$ cat config.mk
export PLATFORM = sky130hd
export DESIGN_NAME = piso_serializer
export DESIGN_NICKNAME = d
export VERILOG_FILES = /design/src/rtl/piso_pkg.sv /design/src/rtl/piso_serializer_bit_counter.sv /design/src/rtl/piso_serializer.sv
export SDC_FILE = /design/constraint.sdc
export NUM_CORES = 1
export LEC_CHECK = 0
export ABC_AREA = 1
export CORE_AREA = 2 2 39 41
export DETAILED_ROUTE_END_ITERATION = 16
export DIE_AREA = 0 0 41 43
export SETUP_SLACK_MARGIN = 0.3
export SYNTH_ARGS = -nofsm -noshare
export SYNTH_HDL_FRONTEND = slang
export SYNTH_SLANG_ARGS = --single-unit
$ cat constraint.sdc
create_clock -name clk -period 2.3 [get_ports clk]
set_input_delay 0.46 -clock clk [delete_from_list [all_inputs] [get_ports clk]]
set_output_delay 0.46 -clock clk [all_outputs]
set_load 0.005 [all_outputs]
$ cat src/rtl/piso_pkg.sv
// Shared types for the PISO serializer: FSM state encoding and counter width helper.
package piso_pkg;

    typedef enum logic [1:0] {
        ST_IDLE   = 2'd0,
        ST_SHIFT  = 2'd1,
        ST_DONE   = 2'd2,
        ST_PARITY = 2'd3
    } state_t;

    // Sized so cnt can hold n without wrapping after the final beat.
    function automatic int cnt_width(input int n);
        return $clog2(n + 1);
    endfunction

endpackage

$ cat src/rtl/piso_serializer_bit_counter.sv
// Beat counter for the serializer: synchronous clear, enable, terminal count at N-1.
module bit_counter
    import piso_pkg::*;
#(
    parameter int N = 4
) (
    input  logic clk,
    input  logic rst_n,
    input  logic clr,
    input  logic en,
    output logic tc
);

    localparam int W = cnt_width(N);
    localparam logic [W-1:0] LAST = W'(N - 1);

    logic [W-1:0] cnt;

    always_ff @(posedge clk) begin
        if (!rst_n) begin
            cnt <= '0;
        end else if (clr) begin
            cnt <= '0;
        end else if (en) begin
            cnt <= cnt + 1'b1;
        end
    end

    assign tc = (cnt == LAST);

endmodule

$ cat src/rtl/piso_serializer.sv
// Parallel-in serial-out stage with ready/load capture and shift_en paced serial output.
// Optional even-parity trailer bit enabled by defining PISO_SER_PARITY_EN.
module piso_serializer
    import piso_pkg::*;
#(
    parameter int n         = 4,
    parameter bit MSB_FIRST = 1'b1
) (
    input  logic         clk,
    input  logic         rst_n,
    input  logic [n-1:0] I,
    input  logic         load,
    output logic         ready,
    input  logic         shift_en,
    output logic         sout,
    output logic         svalid,
    output logic         busy,
    output logic         done
);

    state_t       state;
    state_t       state_nxt;
    logic [n-1:0] shreg;
    logic         accept;
    logic         beat;
    logic         tc;

    assign accept = (state == ST_IDLE) && load;
    assign beat   = (state == ST_SHIFT) && shift_en;

    bit_counter #(.N(n)) u_cnt (
        .clk   (clk),
        .rst_n (rst_n),
        .clr   (accept),
        .en    (beat),
        .tc    (tc)
    );

    always_ff @(posedge clk) begin
        if (!rst_n) begin
            state <= ST_IDLE;
        end else begin
            state <= state_nxt;
        end
    end

    // Shift toward the output end with zero fill so vacated bits never leak out.
    always_ff @(posedge clk) begin
        if (!rst_n) begin
            shreg <= '0;
        end else if (accept) begin
            shreg <= I;
        end else if (beat) begin
            shreg <= MSB_FIRST ? {shreg[n-2:0], 1'b0} : {1'b0, shreg[n-1:1]};
        end
    end

`ifdef PISO_SER_PARITY_EN
    logic par;

    always_ff @(posedge clk) begin
        if (!rst_n) begin
            par <= 1'b0;
        end else if (accept) begin
            par <= ^I;
        end
    end
`endif

    always_comb begin
        state_nxt = state;
        case (state)
            ST_IDLE: begin
                if (load) state_nxt = ST_SHIFT;
            end
            ST_SHIFT: begin
`ifdef PISO_SER_PARITY_EN
                if (shift_en && tc) state_nxt = ST_PARITY;
`else
                if (shift_en && tc) state_nxt = ST_DONE;
`endif
            end
            ST_PARITY: begin
`ifdef PISO_SER_PARITY_EN
                if (shift_en) state_nxt = ST_DONE;
`else
                state_nxt = ST_IDLE;
`endif
            end
            ST_DONE: begin
                state_nxt = ST_IDLE;
            end
        endcase
    end

    always_comb begin
        ready  = 1'b0;
        svalid = 1'b0;
        busy   = 1'b0;
        done   = 1'b0;
        sout   = 1'b0;
        case (state)
            ST_IDLE: begin
                ready = 1'b1;
            end
            ST_SHIFT: begin
                svalid = 1'b1;
                busy   = 1'b1;
                sout   = MSB_FIRST ? shreg[n-1] : shreg[0];
            end
            ST_PARITY: begin
`ifdef PISO_SER_PARITY_EN
                svalid = 1'b1;
                busy   = 1'b1;
                sout   = par;
`endif
            end
            ST_DONE: begin
                busy = 1'b1;
                done = 1'b1;
            end
        endcase
    end

endmodule

==> results of run 1 <==
==> final cells by class <==
type,instances,area (sq um)
Sequential cell,9,180
Inverter,10,37.5
Timing Repair Buffer,12,120
Clock buffer,4,26.3
Multi-Input combinational cell,48,279
Tap cell,16,20.0
Fill cell,154,721
==> cell usage after synthesis <==
master,n
sky130_fd_sc_hd__a21oi_1,3
sky130_fd_sc_hd__o21ai_0,1
sky130_fd_sc_hd__nand2_1,22
sky130_fd_sc_hd__inv_2,1
sky130_fd_sc_hd__nand2_2,3
sky130_fd_sc_hd__nand3_1,5
sky130_fd_sc_hd__nand4_1,1
sky130_fd_sc_hd__xor2_1,1
sky130_fd_sc_hd__ha_1,5
sky130_fd_sc_hd__nor2_1,2
sky130_fd_sc_hd__nand2_4,1
sky130_fd_sc_hd__inv_1,9
sky130_fd_sc_hd__dfxtp_1,9
sky130_fd_sc_hd__o21a_1,1
sky130_fd_sc_hd__a21oi_2,3
==> worst max-delay path by stage <==
stage          cells after the start  slack (ps)  endpoint
2_1_floorplan                      4        1110      sout
3_3_place_gp                       5         650      sout
3_5_place_dp                       5         600      sout
4_1_cts                            5         310      sout
5_1_grt                            5         270      sout
6_report                           5         360      sout
==> power by group through the flow <==
| stage | logic [mW] | registers (mW) | clock network, mW |
|---|---|---|---|
| 2_1_floorplan | 0.0689 | 0.179 | 0 |
| 3_3_place_gp | 0.112 | 0.180 | 0 |
| 3_5_place_dp | 0.113 | 0.181 | 0 |
| 4_1_cts | 0.114 | 0.177 | 0.127 |
| 5_1_grt | 0.127 | 0.179 | 0.142 |
| 6_report | 0.113 | 0.178 | 0.123 |
==> sequential cells by signal (all words and copies together), names as in the netlist <==
signal and flops:
state 2, shreg 4, u_cnt.cnt 3
==> layer usage <==
| metal | global-route usage [%] | wire length, um |
|---|---|---|
| met5 | 0 | 0 |
| met4 | 10.0 | 26 |
| met3 | 4.71 | 46 |
| met2 | 17.2 | 386 |
| met1 | 16.4 | 427 |
==> stage by stage <==
stage | hold WS [ps] | total power [mW] | util [%] | worst slack (ps)
6_report | 465 | 0.414 | 47.9 | 355
5_1_grt | 504 | 0.448 | 47.9 | 267
4_1_cts | 469 | 0.418 | 47.7 | 310
3_5_place_dp | 455 | 0.293 | 45.8 | 596
3_3_place_gp | 446 | 0.292 | 45.8 | 648
2_1_floorplan | 440 | 0.248 | - | 1110
==> cell usage in the layout, fill, tap and decap left out, types with 2 or more instances in the layout <==
master,n
sky130_fd_sc_hd__nand2_1,22
sky130_fd_sc_hd__clkdlybuf4s50_1,12
sky130_fd_sc_hd__inv_1,9
sky130_fd_sc_hd__dfxtp_1,9
sky130_fd_sc_hd__nand3_1,5
sky130_fd_sc_hd__ha_1,4
sky130_fd_sc_hd__a21oi_1,3
sky130_fd_sc_hd__nand2_2,3
sky130_fd_sc_hd__a21oi_2,3
sky130_fd_sc_hd__clkbuf_4,3
sky130_fd_sc_hd__nor2_1,2
==> logic make-up after synthesis <==
group	count (synthesis)
simple gates	34
buf+inv	10
flops	9
compound gates	8
fa+ha+maj	5
xor+xnor	1
==> worst max-delay path: stages (launching register included) <==
cell	delay [ps]
sky130_fd_sc_hd__dfxtp_1	320
sky130_fd_sc_hd__inv_1	80
sky130_fd_sc_hd__ha_2	230
sky130_fd_sc_hd__nand2_1	60
sky130_fd_sc_hd__inv_1	40
sky130_fd_sc_hd__clkdlybuf4s50_1	480
==> tab_implementation.tex, run 1 <==
\begin{tabular}{lr}
\hline
Metric & Value \\
\hline
\multicolumn{2}{l}{\textbf{Layout}} \\
Post-synthesis to final-layout area growth & 34.2\% \\
Cell Count, Final, Fillers Out & 99 \\
Area of all placed cells without fillers & 663 sq um \\
Share of cells above drive strength 1 & 14.5\% \\
Count of antenna diodes in the layout & 0 \\
Final nets & 97 \\
\multicolumn{2}{l}{\textbf{Clock tree}} \\
Clock tree root driver cell & sky130\_fd\_sc\_hd\_\_clkbuf\_4 \\
Max Root-Sink Buffers & 2 \\
Hold bufs inserted after CTS & 0 \\
Cts bufs inserted & 3 \\
Post-cts repair resize count & 0 \\
TritonCTS clock tree & done \\
Clk Latency, worst-skew pair & 260 ps \\
Post-CTS setup buffer count & 0 \\
Clk pin slew, worst setup/hold paths & 60 ps \\
TritonCTS Sinks & 9 \\
Maximum level of the CTS H-tree & 1 \\
\multicolumn{2}{l}{\textbf{Hold path}} \\
Hold path depth & 1 \\
Origin of the worst min-delay path & u\_cnt.cnt[2] \\
Type of the most critical hold path & reg -> reg \\
Endpoint of the worst hold-timing path & u\_cnt.cnt[2] \\
\multicolumn{2}{l}{\textbf{STA}} \\
Endpoints failing hold & 0 \\
Final cycle utilization of the critical path & 84.6\% \\
Worst Skew & 2.07 ps \\
Final number of max-transition violations & 0 \\
Unrepaired setup endpoints after global routing & yes \\
Max-slew headroom at the worst pin & 86.0\% \\
Minimum clock period after layout & 1940 ps \\
Highest attainable clock frequency & 514 MHz \\
Transition time at the pin with the least slew margin & 209 ps \\
Setup TNS & 0 ps \\
Number of failing setup endpoints in the final timing report & 0 \\
\multicolumn{2}{l}{\textbf{Synthesis}} \\
Cell types occupying the most area after synthesis & sky130\_fd\_sc\_hd\_\_dfxtp\_1 (36\%), sky130\_fd\_sc\_hd\_\_nand2\_1 (17\%), sky130\_fd\_sc\_hd\_\_ha\_1 (13\%), sky130\_fd\_sc\_hd\_\_inv\_1 (6.8\%), sky130\_fd\_sc\_hd\_\_a21oi\_2 (5.3\%) \\
Number of instances in the synthesized netlist & 67 \\
Seq/Total Area, Yosys & 36.5\% \\
Simple logic cell fraction of the synthesized area & 30.6\% \\
Avg Synthesized Cell Area & 7.38 sq um \\
Yosys top cell area share & 36.5\% \\
Synth unique cells & 15 \\
Syn Nets & 80 \\
Yosys synthesis warning count & 0 \\
Fraction of the mapped netlist area in adder cells & 12.7\% \\
Largest area contributor in the synthesized netlist & sky130\_fd\_sc\_hd\_\_dfxtp\_1 \\
XOR/XNOR share of the synthesized area & 1.77\% \\
Largest family of logic cells by synthesized area & simple AND/OR/NAND/NOR gates \\
Cell Area, Synth & 494 sq um \\
Yosys reg bits & 9 \\
Portion of netlist area occupied by mux cells & 0\% \\
Complex-gate fraction of the synthesized area & 10.9\% \\
\multicolumn{2}{l}{\textbf{Routing}} \\
Number of vias after detailed routing & 451 \\
Post-detailed-route count of antenna-violating nets & 0 \\
Detailed-route DRC error count & 0 \\
Number of DRC markers after the initial detailed-route iteration & 15 \\
Detailed-router iteration count before antenna repair & 4 \\
Final routed wirelength across all metal layers & 886 um \\
Via density per instance & 4.56 \\
Routed length per instance & 8.95 um \\
\multicolumn{2}{l}{\textbf{Floorplanning}} \\
Core region area & 0.00138 sq mm \\
I/O pin total & 13 \\
Die Span Y & 43 um \\
Area of the die & 0.00176 sq mm \\
Starting utilization of the core area & 35.7\% \\
Horizontal extent of the die & 41 um \\
Std cell rows & 14 \\
\multicolumn{2}{l}{\textbf{Run}} \\
Max-capacitance violation count & 0 \\
\multicolumn{2}{l}{\textbf{Critical path}} \\
Reg2Reg Launch Point & state[0] \\
Worst R2R End & u\_cnt.cnt[2] \\
Sort of element at the end of the critical path & output pin \\
Origin of the worst setup path & state[1] \\
Required arrival time at the worst endpoint & 1840 ps \\
Worst reg-to-reg setup slack & 1050 ps \\
Count of cells along the worst register-to-register path & 6 \\
Crit path kind & reg -> out \\
Largest fanout on the critical path & 5 \\
Data arrival time of the critical path & 1480 ps \\
Worst setup SP type & flop \\
\multicolumn{2}{l}{\textbf{Global route}} \\
Maximum number of pins on one net before global-route repair & 11 \\
Grt ovf & 0 \\
Global-route wire length before repair & 1480 um \\
GR Util All Layers & 13.0\% \\
Antenna violations before repair & 0 \\
Number of global-route vias before repair & 361 \\
\multicolumn{2}{l}{\textbf{Pwr}} \\
Leakage power total & 0.310 nW \\
Power per Cell Area & 624 mW/mm\^{}2 \\
Internal portion of total power & 0.292 mW \\
Clock share of power & 29.8\% \\
Sequential share of power & 42.9\% \\
Power dissipated by switching net loads & 0.122 mW \\
Portion of total power attributed to combinational logic & 27.2\% \\
Peak ir drop on the vdd network & 0.304 mV \\
Sw Ratio & 29.4\% \\
\multicolumn{2}{l}{\textbf{Run status}} \\
Result of the run & completed \\
\multicolumn{2}{l}{\textbf{Placement}} \\
Sum of net half-perimeters after detailed placement & 686 um \\
Area post-placement & 634 sq um \\
Weighted congestion reported at the end of routability-driven placement & 0.708 \\
Total placed cells including tap cells & 95 \\
Buffers on Ports & 12 \\
\hline
\end{tabular}
(Power assumes the default switching activity.)
==> inputs of run 2 (changes only) <==
==> constraint.sdc (replaced) <==
create_clock -name clk -period 2 [get_ports clk]
set_input_delay 0.4 -clock clk [delete_from_list [all_inputs] [get_ports clk]]
set_output_delay 0.4 -clock clk [all_outputs]
set_load 0.005 [all_outputs]
==> tab_implementation.tex, run 2 (synthesized netlist as in run 1, its figures left out) <==
\begin{tabular}{lr}
\hline
Metric & Value \\
\hline
\multicolumn{2}{l}{\textbf{Critical path}} \\
Worst setup SP type & flop \\
Largest fanout on the critical path & 2 \\
Origin of the worst setup path & state[0] \\
Reg2Reg Launch Point & u\_cnt.cnt[0] \\
Sort of element at the end of the critical path & output pin \\
Crit path kind & reg -> out \\
Data arrival time of the critical path & 1160 ps \\
Required arrival time at the worst endpoint & 1600 ps \\
\multicolumn{2}{l}{\textbf{Placement}} \\
Buffers on Ports & 12 \\
Setup Slack @ Placement & 356 ps \\
Sum of net half-perimeters after detailed placement & 686 um \\
Total placed cells including tap cells & 95 \\
Weighted congestion reported at the end of routability-driven placement & 0.708 \\
\multicolumn{2}{l}{\textbf{Clock tree}} \\
Clk Latency, worst-skew pair & 260 ps \\
Maximum level of the CTS H-tree & 1 \\
TritonCTS clock tree & done \\
Cts bufs inserted & 3 \\
TritonCTS Sinks & 9 \\
Clock tree root driver cell & sky130\_fd\_sc\_hd\_\_clkbuf\_4 \\
Clk pin slew, worst setup/hold paths & 60 ps \\
Max Root-Sink Buffers & 2 \\
\multicolumn{2}{l}{\textbf{STA}} \\
Final cycle utilization of the critical path & 77.9\% \\
Number of failing setup endpoints in the final timing report & 0 \\
Endpoints failing hold & 0 \\
Setup TNS & 0 ps \\
Highest attainable clock frequency & 642 MHz \\
Transition time at the pin with the least slew margin & 200 ps \\
Unrepaired setup endpoints after global routing & no \\
Final number of max-transition violations & 0 \\
Minimum clock period after layout & 1560 ps \\
Final setup slack of the worst path & 442 ps \\
Worst Skew & 1.99 ps \\
Max-slew headroom at the worst pin & 86.6\% \\
\multicolumn{2}{l}{\textbf{Routing}} \\
Number of DRC markers after the initial detailed-route iteration & 9 \\
Number of vias after detailed routing & 465 \\
Detailed-router iteration count before antenna repair & 4 \\
Routed length per instance & 8.97 um \\
Detailed-route DRC error count & 0 \\
Via density per instance & 4.60 \\
Final routed wirelength across all metal layers & 906 um \\
Post-detailed-route count of antenna-violating nets & 0 \\
\multicolumn{2}{l}{\textbf{Run}} \\
Max-capacitance violation count & 0 \\
\multicolumn{2}{l}{\textbf{Layout}} \\
Final nets & 99 \\
Count of fill cells added during filler insertion & 141 \\
Commonest cells after routing, fill and taps aside & sky130\_fd\_sc\_hd\_\_nand2\_1 (22), sky130\_fd\_sc\_hd\_\_inv\_1 (7), sky130\_fd\_sc\_hd\_\_clkdlybuf4s50\_1 (7), sky130\_fd\_sc\_hd\_\_dfxtp\_1 (7), sky130\_fd\_sc\_hd\_\_nand3\_1 (5) \\
Biggest registers after layout & shreg x4, u\_cnt.cnt x3, state x2 \\
Most common cell after layout, fill and taps aside & sky130\_fd\_sc\_hd\_\_nand2\_1 \\
Post-synthesis to final-layout area growth & 45.8\% \\
Largest register by flop count & shreg \\
Flip-flop count of the largest register, all copies and words added & 4 \\
Share of cells above drive strength 1 & 22.4\% \\
Count of antenna diodes in the layout & 0 \\
Cell Count, Final, Fillers Out & 101 \\
\multicolumn{2}{l}{\textbf{Global route}} \\
GR Util All Layers & 13.2\% \\
Number of global-route vias before repair & 377 \\
Antenna violations before repair & 0 \\
Maximum number of pins on one net before global-route repair & 11 \\
Grt ovf & 0 \\
Global-route wire length before repair & 1510 um \\
\multicolumn{2}{l}{\textbf{Hold path}} \\
Origin of the worst min-delay path & u\_cnt.cnt[2] \\
Type of the most critical hold path & reg -> reg \\
\multicolumn{2}{l}{\textbf{Floorplanning}} \\
I/O pin total & 13 \\
Die Span Y & 43 um \\
Core region area & 0.00138 sq mm \\
Starting utilization of the core area & 35.7\% \\
Area of the die & 0.00176 sq mm \\
Std cell rows & 14 \\
Horizontal extent of the die & 41 um \\
\multicolumn{2}{l}{\textbf{Run status}} \\
Result of the run & completed \\
\multicolumn{2}{l}{\textbf{Pwr}} \\
Power per Cell Area & 687 mW/mm\^{}2 \\
Total power & 0.495 mW \\
Leakage power total & 0.375 nW \\
Peak ir drop on the vdd network & 0.344 mV \\
\hline
\end{tabular}
[run 2: cell count changes in the layout (fill, tap and decap cells not counted), sizes merged]
cell / before / now
clkdlybuf4s50: 12 / 7
dlygate4sd2: 0 / 2
dlymetal6s2s: 0 / 3
buf: 0 / 2
[run 2: metal layers]
layer  wire [um]  global-route usage, %
met5           0                      0
met4          26                   10.0
met3          70                   4.71
met2         394                   18.4
met1         415                   15.7
[run 2: worst max-delay path, stage by stage, from the launching register on]
cell and delay [ps]:
sky130_fd_sc_hd__dfxtp_2 360, sky130_fd_sc_hd__inv_2 60, sky130_fd_sc_hd__ha_4 220, sky130_fd_sc_hd__dlygate4sd2_1 250
[run 2: cell type report]
cell class,instances,area [sq um],share of cell area (%)
Tap cell,16,20.0,2.78
Sequential cell,9,183,25.3
Inverter,10,37.5,5.21
Timing Repair Buffer,14,153,21.2
Clock buffer,4,26.3,3.65
Multi-Input combinational cell,48,302,41.8
[run 2: power by group]
group	switching [mW]	total [mW]	internal, mW	leakage, nW
Clock	0.0653	0.142	0.0770	0.0150
Combinational	0.0712	0.147	0.0754	0.286
Sequential	0.00961	0.206	0.196	0.0744
Total	0.146	0.495	0.349	0.375
[run 2: final timing paths]
path | end | slack (ps) | depth (start not counted)
setup / recovery | busy | 440 | 3
hold / removal | u_cnt.cnt[2] | 460 | 1
setup reg to reg | state[0] | 870 | 7
hold reg to reg | u_cnt.cnt[2] | 460 | 1
[run 2: stage by stage]
step	utilization, %	hold WS [ps]	area [sq um]
2_1_floorplan	-	440	494
3_3_place_gp	45.8	446	634
3_5_place_dp	45.8	455	634
4_1_cts	50.8	469	703
5_1_grt	52.1	504	721
6_report	52.1	465	721
[run 2: what timing repair did]
action                                  4_1_cts  5_1_grt
endpoints found under the hold margin         0        0
buffers inserted                              2        0
endpoints found under the setup margin        5        3
hold buffers                                  0        0
gates resized for setup                       8        5
